==> config.mk <==
export PLATFORM = sky130hd
export DESIGN_NAME = uart_tx_stream
export DESIGN_NICKNAME = d
export VERILOG_FILES = /design/src/rtl/uart_pkg.sv /design/src/rtl/uart_fifo.sv /design/src/rtl/uart_tx_stream.sv
export SDC_FILE = /design/constraint.sdc
export NUM_CORES = 1
export LEC_CHECK = 0
export ABC_AREA = 1
export ABC_CLOCK_PERIOD_IN_PS = 7700
export BUFFER_PORTS_ARGS = -buffer_cell sky130_fd_sc_hd__buf_2
export CORE_MARGIN = 3
export CORE_UTILIZATION = 60
export DETAILED_ROUTE_END_ITERATION = 6
export PLACE_DENSITY = 0.74
export SLEW_MARGIN = 30
export SYNTH_ARGS = -nofsm -noshare
export SYNTH_HDL_FRONTEND = slang
export SYNTH_HIERARCHICAL = 1
export SYNTH_SLANG_ARGS = --single-unit
export TNS_END_PERCENT = 30
==> constraint.sdc <==
create_clock -name clk -period 7.7 [get_ports clk]
set_input_delay 0.77 -clock clk [delete_from_list [all_inputs] [get_ports clk]]
set_output_delay 0.77 -clock clk [all_outputs]
set_load 0.02 [all_outputs]
==> src/rtl/uart_pkg.sv <==
// Types and line-level constants shared by the UART TX and RX blocks.
package uart_pkg;

  typedef enum logic [1:0] {
    PAR_NONE = 2'd0,
    PAR_EVEN = 2'd1,
    PAR_ODD  = 2'd2
  } parity_t;

  typedef enum logic [1:0] {
    ST_IDLE,
    ST_DATA,
    ST_PARITY,
    ST_STOP
  } tx_state_t;

  // Line levels; the RX side samples against the same values.
  localparam logic LINE_IDLE  = 1'b1;
  localparam logic LINE_START = 1'b0;
  localparam logic LINE_STOP  = 1'b1;

endpackage

==> src/rtl/uart_fifo.sv <==
// Synchronous FIFO with occupancy count; head is the oldest entry (show-ahead).
module uart_fifo #(
  parameter int WIDTH = 8,
  parameter int DEPTH = 8
) (
  input  logic                     clk,
  input  logic                     rst,
  input  logic                     push,
  input  logic [WIDTH-1:0]         din,
  input  logic                     pop,
  output logic [WIDTH-1:0]         head,
  output logic [$clog2(DEPTH):0]   level,
  output logic                     full,
  output logic                     empty
);
  localparam int AW = $clog2(DEPTH);
  localparam int LW = AW + 1;

  logic [WIDTH-1:0] mem [DEPTH];
  logic [AW-1:0]    wr_ptr;
  logic [AW-1:0]    rd_ptr;
  logic             do_push;
  logic             do_pop;

  assign full    = (level == LW'(DEPTH));
  assign empty   = (level == '0);
  assign head    = mem[rd_ptr];
  assign do_push = push && !full;
  assign do_pop  = pop && !empty;

  // Pointer and occupancy bookkeeping; pointers wrap naturally (power-of-2 depth).
  always_ff @(posedge clk or posedge rst) begin
    if (rst) begin
      wr_ptr <= '0;
      rd_ptr <= '0;
      level  <= '0;
    end else begin
      if (do_push) wr_ptr <= wr_ptr + 1'b1;
      if (do_pop)  rd_ptr <= rd_ptr + 1'b1;
      level <= level + LW'(do_push) - LW'(do_pop);
    end
  end

  // Storage is not reset; stale entries are never visible past level.
  always_ff @(posedge clk) begin
    if (do_push) mem[wr_ptr] <= din;
  end

endmodule

==> src/rtl/uart_tx_stream.sv <==
// Streaming UART transmitter: FIFO-buffered bytes, configurable frame, tick-paced.
module uart_tx_stream
  import uart_pkg::*;
#(
  parameter int DATA_W     = 8,
  parameter int PARITY     = 0,
  parameter int STOP_BITS  = 1,
  parameter int FIFO_DEPTH = 8
) (
  input  logic                          clk,
  input  logic                          rst,
  input  logic                          baud_tick,
  input  logic [DATA_W-1:0]             in_data,
  input  logic                          in_valid,
  output logic                          in_ready,
  output logic                          tx,
  output logic                          busy,
  output logic [$clog2(FIFO_DEPTH):0]   fifo_level
);
  localparam int      LW  = $clog2(FIFO_DEPTH) + 1;
  localparam int      BW  = $clog2(DATA_W);
  localparam parity_t PAR = parity_t'(2'(PARITY));

  tx_state_t         state;
  logic [DATA_W-1:0] shift_reg;
  logic [BW-1:0]     bit_idx;
  logic              parity_acc;
  logic [1:0]        stop_cnt;

  logic [DATA_W-1:0] head;
  logic              full;
  logic              empty;
  logic              push;
  logic              pop;
  logic              start_tick;
  logic [LW-1:0]     level_nxt;

  assign in_ready   = !full;
  assign push       = in_valid && in_ready;
  // The final stop tick doubles as an idle tick so frames can run back-to-back.
  assign start_tick = baud_tick &&
                      ((state == ST_IDLE) || (state == ST_STOP && stop_cnt == 2'(STOP_BITS)));
  assign pop        = start_tick && !empty;
  assign level_nxt  = fifo_level + LW'(push) - LW'(pop);

  uart_fifo #(.WIDTH(DATA_W), .DEPTH(FIFO_DEPTH)) u_fifo (
    .clk   (clk),
    .rst   (rst),
    .push  (push),
    .din   (in_data),
    .pop   (pop),
    .head  (head),
    .level (fifo_level),
    .full  (full),
    .empty (empty)
  );

  // Frame sequencer: every tx change happens on a baud tick; busy tracks next state.
  always_ff @(posedge clk or posedge rst) begin
    if (rst) begin
      state      <= ST_IDLE;
      tx         <= LINE_IDLE;
      busy       <= 1'b0;
      shift_reg  <= '0;
      bit_idx    <= '0;
      parity_acc <= 1'b0;
      stop_cnt   <= '0;
    end else begin
      busy <= (state != ST_IDLE) || (level_nxt != '0);
      if (start_tick) begin
        if (!empty) begin
          shift_reg  <= head;
          tx         <= LINE_START;
          bit_idx    <= '0;
          parity_acc <= 1'b0;
          state      <= ST_DATA;
          busy       <= 1'b1;
        end else begin
          tx    <= LINE_IDLE;
          state <= ST_IDLE;
          busy  <= (level_nxt != '0);
        end
      end else if (baud_tick) begin
        case (state)
          ST_DATA: begin
            tx         <= shift_reg[0];
            shift_reg  <= shift_reg >> 1;
            parity_acc <= parity_acc ^ shift_reg[0];
            bit_idx    <= bit_idx + 1'b1;
            if (bit_idx == BW'(DATA_W - 1)) begin
              state    <= (PAR == PAR_NONE) ? ST_STOP : ST_PARITY;
              stop_cnt <= '0;
            end
          end
          ST_PARITY: begin
            tx       <= (PAR == PAR_ODD) ? ~parity_acc : parity_acc;
            state    <= ST_STOP;
            stop_cnt <= '0;
          end
          ST_STOP: begin
            tx       <= LINE_STOP;
            stop_cnt <= stop_cnt + 1'b1;
          end
          default: ;
        endcase
      end
    end
  end

endmodule

==> flow_metrics.py <==
metrics = {
    "floorplanning": {
        "pin_count": 19,
        "start_util_pct": 63.6,
        "dieArea_um2": 8990,
        "core-area_um2": 7450,
        "die_y_um": 94.8,
        "num_rows": 31,
        "fp.dieW_um": 94.8,
    },
    "timing": {
        "finalSetupTns_ps": 0,
        "final-max-slew-violation-count": 0,
        "skew_ps": 10.2,
        "finalCriticalPeriod_ps": 2810,
        "tightest_slew_ps": 950,
        "rsz0062_at_grt": "no",
        "whs_ps": 388,
        "hold_viol": 0,
        "relSlewSlack_pct": 36.3,
        "setup_ws_ps": 4890,
        "setup_viol": 0,
        "fin_crit_sh_pct": 36.5,
        "fmax_mhz": 356,
    },
    "logic_synthesis": {
        "synthArstFlopShare_pct": 30.4,
        "synthSimpleGateAreaFrac_pct": 23.0,
        "synth_top_area_cell": "edfxtp_1",
        "synth_top_area_share_pct": 40.6,
        "avgSynthCellArea_um2": 9.23,
        "ys_seq_elements": 92,
        "netlist_top_cells_area": "edfxtp_1 (41%), dfrtp_1 (14%), nand2_1 (13%)",
        "synth_xor_area_share_pct": 1.48,
        "synth_cell_types": 30,
        "synth.area.mux_share_pct": 0,
        "synth_fa_ha_area_share_pct": 6.13,
        "syn_inst": 513,
        "synthTopCellsByCount": "nand2_1 (165), inv_1 (105), edfxtp_1 (64)",
        "synth_compound_area_share_pct": 2.30,
        "synth_area_um2": 4730,
        "synth_fp_nets": 547,
        "yosysSeqAreaShare_pct": 55.4,
        "synthFlopType": "edfxtp_1",
        "yosysMostFrequentCell": "nand2_1",
        "synth_warnings": 6,
        "synth_enable_flop_cells": 64,
        "synth_top_family_by_area": "simple AND/OR/NAND/NOR gates",
    },
    "clock_tree": {
        "cts_setup_buffers": 0,
        "clockRootBuffer": "clkbuf_8",
        "clk_pin_slew_ps": 90,
        "numCtsBuffers": 9,
        "cts_tree": "built",
        "insertion_delay_ps": 360,
        "clk_path_buf_depth": 2,
        "cts.repair.resized": 0,
        "cts.sinks": 92,
        "h-tree-depth": 3,
        "hold_buffers": 0,
    },
    "grt": {
        "track_usage_pct": 21.7,
        "grt_max_degree": 34,
        "overflow": 0,
        "grt_pass1_wl_um": 14600,
        "grt_pass1_vias": 3022,
        "antenna_found_initial": 0,
    },
    "setup_path": {
        "path_class": "flip-flop to flip-flop",
        "cp-start-kind": "flip-flop",
        "critPathMaxFanout": 18,
        "end_kind": "flip-flop",
        "required_ps": 8000,
        "cp.arrival_ps": 3110,
    },
    "detailed_routing": {
        "route.detailed.drc": 0,
        "vias_per_cell": 5.19,
        "drt_iter0_drc": 237,
        "final_antenna_net_count": 0,
        "vias": 3295,
        "wire_per_inst_um": 14.1,
        "dr.pass1.iters": 6,
        "routed_wl_um": 8950,
    },
    "power_and_ir_drop": {
        "p_leak_nw": 2.55,
        "total_power_mw": 1.86,
        "p_per_area_nw_per_um2": 366,
        "peakVddDrop_mv": 0.218,
    },
    "placement": {
        "place_congestion": 0.805,
        "portBuffers": 18,
        "post-place-ws_ps": 4860,
        "hpwl_um": 5880,
    },
    "worst_hold_path": {
        "hp-class": "input pin to asynchronous set/reset pin",
    },
    "finish": {
        "final_core_util_pct": 68.3,
        "drive_gt1_share_pct": 12.3,
        "largest_register_ff_count": 64,
        "nNetsFinal": 565,
        "antenna_cells": 0,
        "area.growth.synth_to_final_pct": 7.40,
    },
    "flow_run": {
        "cap_violations": 0,
    },
    "run_status": {
        "status": "finished, final reports clean",
    },
}
==> cell usage in the layout (no fill, tap or decap), drive strengths merged <==
cell / instances
a21oi: 6
a31oi: 2
buf: 22
bufinv: 2
clkbuf: 9
clkinv: 1
clkinvlp: 2
dfrtp: 27
dfstp: 1
edfxtp: 64
fa: 2
ha: 20
inv: 110
nand2: 180
nand3: 55
nand4: 1
nor2: 6
nor3: 8
o211ai: 1
o21ai: 8
or2: 1
xnor2: 4
xor2: 4
==> metrics by stage <==
stage | instance area (um^2) | std cells
3_5_place_dp | 4860 | 619
6_report | 5080 | 635
4_1_cts | 5080 | 635
3_3_place_gp | 4860 | 619
5_1_grt | 5080 | 635
2_1_floorplan | 4730 | 513
==> metal layers <==
layer	vias up	GRT usage, %	part of all wire (%)
met5	-	0	0
met4	0	6.61	1.5
met3	11	4.78	5.0
met2	94	34.3	48
met1	1553	30.1	45
li1	1637	-	-
==> cell families (layout without fill, tap and decap cells) <==
kind of cell	count (synthesis)	count (layout)
buf+inv	123	146
compound gates	17	17
flops	92	92
simple gates	251	251
fa+ha+maj	22	22
xor+xnor	8	8
==> worst paths after layout <==
check                          from         endpoint  slack (ps)  cells past startpoint
hold / removal                  rst  u_fifo/level[2]         390                      2
max in group asynchronous       rst     shift_reg[1]        6740                      2
hold reg to reg                  tx               tx         470                      2
setup reg to reg           state[0]             busy        4890                     17
setup / recovery           state[0]             busy        4890                     17
min in group clk                 tx               tx         470                      2
==> final cells by class <==
type	count	area [um^2]
multi-input combinational	298	1580
fill	603	2360
tap	99	124
timing repair buffer	22	120
clock buffer	9	124
inverter	108	413
sequential	92	2620
clock inverter	7	96.3
==> critical path: stages, from the launching register on <==
cell and delay, ps:
dfrtp_1 390, inv_1 100, ha_1 220, inv_1 110, nand2_4 110, nand2_4 200
inv_1 80, nand2_1 60, inv_1 60, ha_1 290, inv_1 60, ha_1 170
inv_1 60, fa_1 370, or2_2 280, nand4_1 70, nor2_1 40, nand3_1 80
==> report_power, final <==
group | switching, mW | leakage [nW] | internal [mW]
sequential | 0.102 | 0.923 | 0.643
combinational | 0.495 | 1.52 | 0.263
clock | 0.172 | 0.104 | 0.184
total | 0.769 | 2.55 | 1.09
(Power assumes the default switching activity.)
